<file path="src/rtl/serial_pkg.sv">
// Shared types and sizing helpers for the serial transmit/capture path.
package serial_pkg;

    typedef enum logic [1:0] {
        IDLE  = 2'd0,
        SHIFT = 2'd1,
        DONE  = 2'd2,
        GAP   = 2'd3
    } state_t;

    // Counter width able to hold 0..n-1, never narrower than one bit.
    function automatic int cnt_width(input int n);
        return ($clog2(n) < 1) ? 1 : $clog2(n);
    endfunction

endpackage

</file>
<file path="src/rtl/shift_reg_piso.sv">
// Load/shift register for the serializer; the outgoing bit is always at the edge chosen by MSB_FIRST.
// Zero latency from register to bit_out; load has priority over shift.
module shift_reg_piso #(
    parameter int WIDTH     = 4,
    parameter bit MSB_FIRST = 1'b0
) (
    input  logic             clk,
    input  logic             rst,
    input  logic             load,
    input  logic             shift,
    input  logic [WIDTH-1:0] din,
    output logic             bit_out
);

    logic [WIDTH-1:0] q;

    always_ff @(posedge clk or negedge rst) begin
        if (!rst) begin
            q <= '0;
        end else if (load) begin
            q <= din;
        end else if (shift) begin
            q <= MSB_FIRST ? {q[WIDTH-2:0], 1'b0} : {1'b0, q[WIDTH-1:1]};
        end
    end

    assign bit_out = MSB_FIRST ? q[WIDTH-1] : q[0];

endmodule

</file>
<file path="src/rtl/piso_serializer.sv">
// Parallel-in serial-out transmit stage: first bit on sout one cycle after accept, frame_done after the last bit.
// Accepts only in IDLE; in_ready stays low through SHIFT, DONE and GAP_CYCLES idle cycles.
module piso_serializer
    import serial_pkg::*;
#(
    parameter int WIDTH      = 4,
    parameter bit MSB_FIRST  = 1'b0,
    parameter int GAP_CYCLES = 1
) (
    input  logic             clk,
    input  logic             rst,
    input  logic [WIDTH-1:0] din,
    input  logic             in_valid,
    output logic             in_ready,
    output logic             sout,
    output logic             sout_en,
    output logic             frame_done,
    output logic             busy
);

    localparam int BW = cnt_width(WIDTH);
    localparam int GW = cnt_width(GAP_CYCLES);
    localparam logic [BW-1:0] BIT_LAST = BW'(WIDTH - 1);
    localparam logic [GW-1:0] GAP_LAST = GW'((GAP_CYCLES > 0) ? GAP_CYCLES - 1 : 0);

    state_t          state_q;
    state_t          state_d;
    logic [BW-1:0]   bit_cnt;
    logic [GW-1:0]   gap_cnt;
    logic            load;
    logic            shift;
    logic            bit_out;

    assign load  = (state_q == IDLE) && in_valid;
    assign shift = (state_q == SHIFT);

    shift_reg_piso #(
        .WIDTH     (WIDTH),
        .MSB_FIRST (MSB_FIRST)
    ) u_shift_reg (
        .clk     (clk),
        .rst     (rst),
        .load    (load),
        .shift   (shift),
        .din     (din),
        .bit_out (bit_out)
    );

    always_ff @(posedge clk or negedge rst) begin
        if (!rst) begin
            state_q <= IDLE;
        end else begin
            state_q <= state_d;
        end
    end

    always_comb begin
        state_d = state_q;
        case (state_q)
            IDLE:  if (in_valid) state_d = SHIFT;
            SHIFT: if (bit_cnt == BIT_LAST) state_d = DONE;
            DONE:  state_d = (GAP_CYCLES > 0) ? GAP : IDLE;
            GAP:   if (gap_cnt == GAP_LAST) state_d = IDLE;
            default: state_d = IDLE;
        endcase
    end

    always_ff @(posedge clk or negedge rst) begin
        if (!rst) begin
            bit_cnt <= '0;
            gap_cnt <= '0;
        end else begin
            if (load) begin
                bit_cnt <= '0;
            end else if (shift) begin
                bit_cnt <= bit_cnt + BW'(1);
            end
            if (state_q == DONE) begin
                gap_cnt <= '0;
            end else if (state_q == GAP) begin
                gap_cnt <= gap_cnt + GW'(1);
            end
        end
    end

    // The shift register is loaded on the accept edge, so its output bit is already the first bit in SHIFT.
    assign sout       = shift & bit_out;
    assign sout_en    = shift;
    assign frame_done = (state_q == DONE);
    assign in_ready   = (state_q == IDLE);
    assign busy       = (state_q != IDLE);

endmodule

</file>
<file path="config.mk">
export PLATFORM = sky130hd
export DESIGN_NAME = piso_serializer
export DESIGN_NICKNAME = d
export VERILOG_FILES = /design/src/rtl/serial_pkg.sv /design/src/rtl/shift_reg_piso.sv /design/src/rtl/piso_serializer.sv
export SDC_FILE = /design/constraint.sdc
export NUM_CORES = 1
export LEC_CHECK = 0
export CAP_MARGIN = 20
export CELL_PAD_IN_SITES_DETAIL_PLACEMENT = 2
export CELL_PAD_IN_SITES_GLOBAL_PLACEMENT = 2
export CORE_MARGIN = 1
export CORE_UTILIZATION = 28
export DETAILED_ROUTE_END_ITERATION = 6
export MAX_ROUTING_LAYER = met4
export PLACE_DENSITY_LB_ADDON = 0.2
export SLEW_MARGIN = 20
export SYNTH_ARGS = -nofsm -noshare
export SYNTH_HDL_FRONTEND = slang
export SYNTH_HIERARCHICAL = 1
export SYNTH_SLANG_ARGS = --single-unit
</file>
<file path="constraint.sdc">
create_clock -name clk -period 2.1 [get_ports clk]
set_input_delay 0.42 -clock clk [delete_from_list [all_inputs] [get_ports clk]]
set_output_delay 0.42 -clock clk [all_outputs]
set_load 0.005 [all_outputs]
</file>
### Yosys cells after proc, flatten, opt, wreduce, memory -nomap -nowiden

Index checks and enable logic that the tools add are counted.

| word-level totals | value |
|---|---|
| bits of input ports | 7 |
| word-level logic and storage cells | 30 |
| flip-flop bits (word level) | 9 |
| output and inout port bits | 5 |

| operators by class | value |
|---|---|
| equality and inequality tests | 7 |
| reduce and logical (&&, ||, !) cells | 6 |
| mux-type cells | 10 |
| add/subtract/negate cells | 2 |
| bitwise logic cells | 1 |

Operator list:

| kind | number |
|---|---|
| 2-bit two-way mux | 5 |
| 4-bit two-way mux | 2 |
| 2-bit one-hot mux with 4 select lines | 1 |
| 2-bit == test, second input constant | 3 |
| 2-bit nonzero test | 3 |
| 2-bit inequality test, second input constant | 2 |
| 3-bit AND reduction | 1 |
| 2-bit by 1-bit adder with 2-bit output, second input constant | 1 |
| 2-bit by 1-bit == test with 1-bit output, second input constant | 1 |
| 2-bit zero test | 1 |
| 1-bit two-way mux | 2 |
| 2-bit by 1-bit inequality test with 1-bit output, second input constant | 1 |
| 1-bit adder, second input constant | 1 |
| 1-bit bitwise AND | 1 |
| 1-bit logical AND | 1 |

### Longest topological paths before layout

| depth | value |
|---|---|
| depth after elaboration | 3 |
| gate-level depth with buffers | 5 |
| mapped depth without buffers | 5 |

### Cells and area by module

The synthesis kept the hierarchy.

By module, submodules not included:

| module | sequential area each (µm²) | times used | area each (µm²) | cells each |
|---|---|---|---|---|
| piso_serializer | 125.1 | 1 | 314.1 | 29 |
| shift_reg_piso | 100.1 | 1 | 171.4 | 16 |

### Least setup slack after synthesis

OpenSTA, ideal clock, no wires.

| timing path | value |
|---|---|
| path kind | register -> register |
| start point | reg state_q[1] |
| end point | reg state_q[1] |
| slack | 521 ps |
| data required time | 1972 ps |
| library setup time | 128 ps |
| period minus slack after synthesis | 1579 ps |
| stages on the path, launching flop included | 6 |
| arrival time | 1451 ps |
| buffers on the path | 0 |
| path through | dfrtp_1 > inv_1 > ha_1 > inv_2 > o221ai_2 > mux2_1 |

| between the ends | value |
|---|---|
| word-level cells in the longest chain between the ends | 3 |
| elaborated cells between the ends (all ways) | 9 |
| those cells by class | 6 x eq/ne; 1 x mux; 2 x reduce/logical |

RTL lines:

| item | RTL line | text |
|---|---|---|
| start, declared | piso_serializer.sv:26 | `state_t state_q;` |
| start signal, assigned | piso_serializer.sv:53 | `state_q <= state_d;` |
| 2-bit by 1-bit == test with 1-bit output (*) | n/a |  |
| net sout_en | piso_serializer.sv:16 | `output logic sout_en,` |
| 2-bit by 1-bit inequality test with 1-bit output (no source line) | n/a |  |
| 3-bit AND reduction (no source line) | n/a |  |

Mark *: on every way through the listed nets, which the timed path passes. The rest lies on a longest branch.
A chain may end at the register's enable or synchronous reset.

### Worst setup path in the final report

| timing path | value |
|---|---|
| start point | reg state_q[1] |
| end point | out sout |

| between the ends | value |
|---|---|
| word-level cells in the longest chain between the ends | 2 |

RTL lines:

| item | RTL line | text |
|---|---|---|
| 2-bit by 1-bit == test with 1-bit output | piso_serializer.sv:35 | `assign shift = (state_q == SHIFT);` |
| 1-bit bitwise AND | piso_serializer.sv:87 | `assign sout = shift & bit_out;` |
| end, declared | piso_serializer.sv:15 | `output logic sout,` |

Every way passes these cells.

==> qor.csv <==
stage,metric,value,unit
status,status,completed,
route,Final ANT Viol Nets,0,
worst_setup_path,endpoint type of the worst setup path,primary output,
final_layout,final cell count without fillers,77,
yosys,Synth Area in Adders,15.5,%
grt,residual overflow from global routing,0,
worst_setup_path,"Data required, critical path",1.68,ns
placed_design,gpl congestion,0.641,
sta,crit path time final,1.99,ns
clocking,clk_lat worst skew,0.26,ns
final_layout,area grow syn2layout,36.3,%
sta,Clock Skew,0.0111,ns
worst_setup_path,crit path launch,state_q[1],
yosys,"top cells by area, synth","dfrtp_1, ha_1, mux2i_1",
floorplanning,DIE HEIGHT,43.6,um
worst_setup_path,worst r2r src,state_q[0],
placed_design,PortBufs,11,
power_and_ir_drop,Max IR drop VDD,0.000647,V
route,Vias,361,
sta,fin crit share,94.9,%
clocking,htree depth,1,
yosys,syn nets,58,
worst_setup_path,reg2reg path depth,5,
floorplanning,die area,1900,um^2
worst_setup_path,startpoint types,register,
sta,Slew Limit Fails,0,
route,DRT iter0 DRCs,0,
yosys,syn avg cell area,10.8,um^2
clocking,Num CTS Buffers,3,
route,total routed wirelength,1040,um
power_and_ir_drop,Pleak,0.295,nW
sta,Final TNS setup,0,ns
yosys,Simple-Gate Fraction of Synth Area,10.8,%
job,max-cap violations,0,
placed_design,dpl ws,0.209,ns
route,DRC Markers,0,
grt,pin count of the biggest net entering global routing,11,
grt,vias in the first global route,353,
floorplanning,starting density of the core,31.1,%
yosys,sequential share of the synthesized area,46.4,%
yosys,Cell variety after synth,14,
floorplanning,io pins,12,
worst_setup_path,Critical R2R Capture,state_q[1],
worst_setup_path,Worst R2R Setup Slack,0.58,ns
final_layout,most frequent cells in the layout,"clkdlybuf4s50_1, dfrtp_1, mux2i_1, nand2_1, ha_1",
sta,RSZ-0062 raised after global routing,no,
yosys,Synth Area in XOR/XNOR,3.61,%
final_layout,"commonest non-fill, non-tap cell in the layout",clkdlybuf4s50_1,
sta,Max Fclk,0.502,GHz
final_layout,n_diodes,0,
clocking,Clock Path Buffers,2,
worst_setup_path,critical path type,reg -> out,
clocking,Sink Count,9,
worst_setup_path,max incr delay on CP,0.49,ns
sta,final hold vios,0,
clocking,"Setup Fix Bufs, Post-CTS",0,
grt,first-pass GRT wire length,1800,um
yosys,Netlist Area Pre-Place,485,um^2
clocking,Clock Root Buffer,clkbuf_4,
worst_setup_path,CP cell instances,inv_2 -> ha_4 -> and2_1 -> clkdlybuf4s50_1,
sta,final setup vio count,0,
placed_design,hpwl dp,831,um
final_layout,final core utilization,42.5,%
clocking,cts hold-fix bufs,0,
clocking,clk slew on worst S/H paths,0.06,ns
clocking,CTS resizes,2,
yosys,compound-gate portion of the synthesized area,7.22,%
floorplanning,num rows,14,
worst_setup_path,Critical Path AT,1.57,ns
grt,initial antenna violation count,0,
yosys,"area leader, netlist",dfrtp_1,
final_layout,share of layout cells above drive strength 1,14.8,%
power_and_ir_drop,Cell Pwr Density,1500,nW/um^2
route,Routed wire per std cell,13.6,um
yosys,Mapped Cells,45,
sta,Rel. slew slack,70.6,%
yosys,"FF+latch count, synth",9,
yosys,post-synth top area share,46.4,%
final_layout,final net count,75,
worst_setup_path,"Max stage delay cell, worst path",clkdlybuf4s50_1,
clocking,CTS tree,yes,
worst_setup_path,CP Max Fanout,6,
route,iteration count of the initial detailed-routing pass,1,
floorplanning,core area,1560,um^2
route,Vias/cell,4.69,
placed_design,Inst Count DP,73,
worst_hold_path,worst hold path type,in -> async,
floorplanning,Die X,43.6,um
yosys,multiplexer share of the synthesized area,12.6,%
sta,Tightest Pin Transition,0.439,ns
sta,final worst slack,0.108,ns
grt,GR Util All Layers,14.2,%
yosys,largest family of logic cells by synthesized area,adder cells,
yosys,Synth warnings,6,
==> worst max-delay path, delay by kind of cell (launching register included) <==
| kind | cells | cell delay [ns] |
|---|---|---|
| buf+inv | 2 | 0.60 |
| flops | 1 | 0.42 |
| simple gates | 1 | 0.12 |
| fa+ha+maj | 1 | 0.18 |
==> how the worst max path moves through the flow <==
| stage | endpoint | depth (start not counted) |
|---|---|---|
| 3_3_place_gp | sout | 4 |
| 5_1_grt | sout | 4 |
| 4_1_cts | sout | 4 |
| 3_5_place_dp | sout | 4 |
| 6_report | sout | 4 |
| 2_1_floorplan | state_q[1] | 5 |
==> cell type report <==
type	instances	area, um^2
clock buffer	4	26.3
fill	162	897
inverter	5	18.8
multi-input combinational	31	254
sequential	9	225
tap	16	20.0
timing repair buffer	12	118
==> registers in the layout, summed over array words and instances (netlist names) <==
register and flops:
bit_cnt 2, gap_cnt 1, state_q 2, u_shift_reg/q 4
==> synth_stat cells (all sizes together) <==
cell type	count
o21ai	4
mux2i	5
inv	5
nand2	5
mux2	1
xnor2	2
ha	6
nor2	4
o221ai	1
dfrtp	9
nand2b	1
and2	2
==> routing by layer <==
metal / track usage [%] / wire length, um / vias to the layer above
met5: - / 0 / -
met4: 1.88 / 4 / 0
met3: 8.75 / 55 / 2
met2: 18.8 / 465 / 7
met1: 18.9 / 518 / 171
li1: - / - / 181
==> through the flow <==
step	cell area [um^2]	total power [W]	hold WS, ns
floorplan	485	0.000633	0.124
global placement	623	0.000825	0.509
detailed placement	623	0.000844	0.553
CTS	662	0.00101	0.465
global route	662	0.00109	0.482
finish	662	0.000992	0.462
==> where the power goes <==
part           switching [W]  internal, W  leakage [nW]
Sequential         0.0000646     0.000261         0.112
Clock              0.0000601    0.0000731        0.0150
Combinational       0.000246     0.000288         0.168
Total               0.000370     0.000622         0.295
==> cell families (layout without fill, tap and decap cells) <==
logic type      after synthesis  count (layout)
compound gates                5               5
flops                         9               9
fa+ha+maj                     6               6
mux                           6               6
simple gates                 12              12
buf+inv                       5              21
xor+xnor                      2               2
Power figures use the tool's default switching activity.
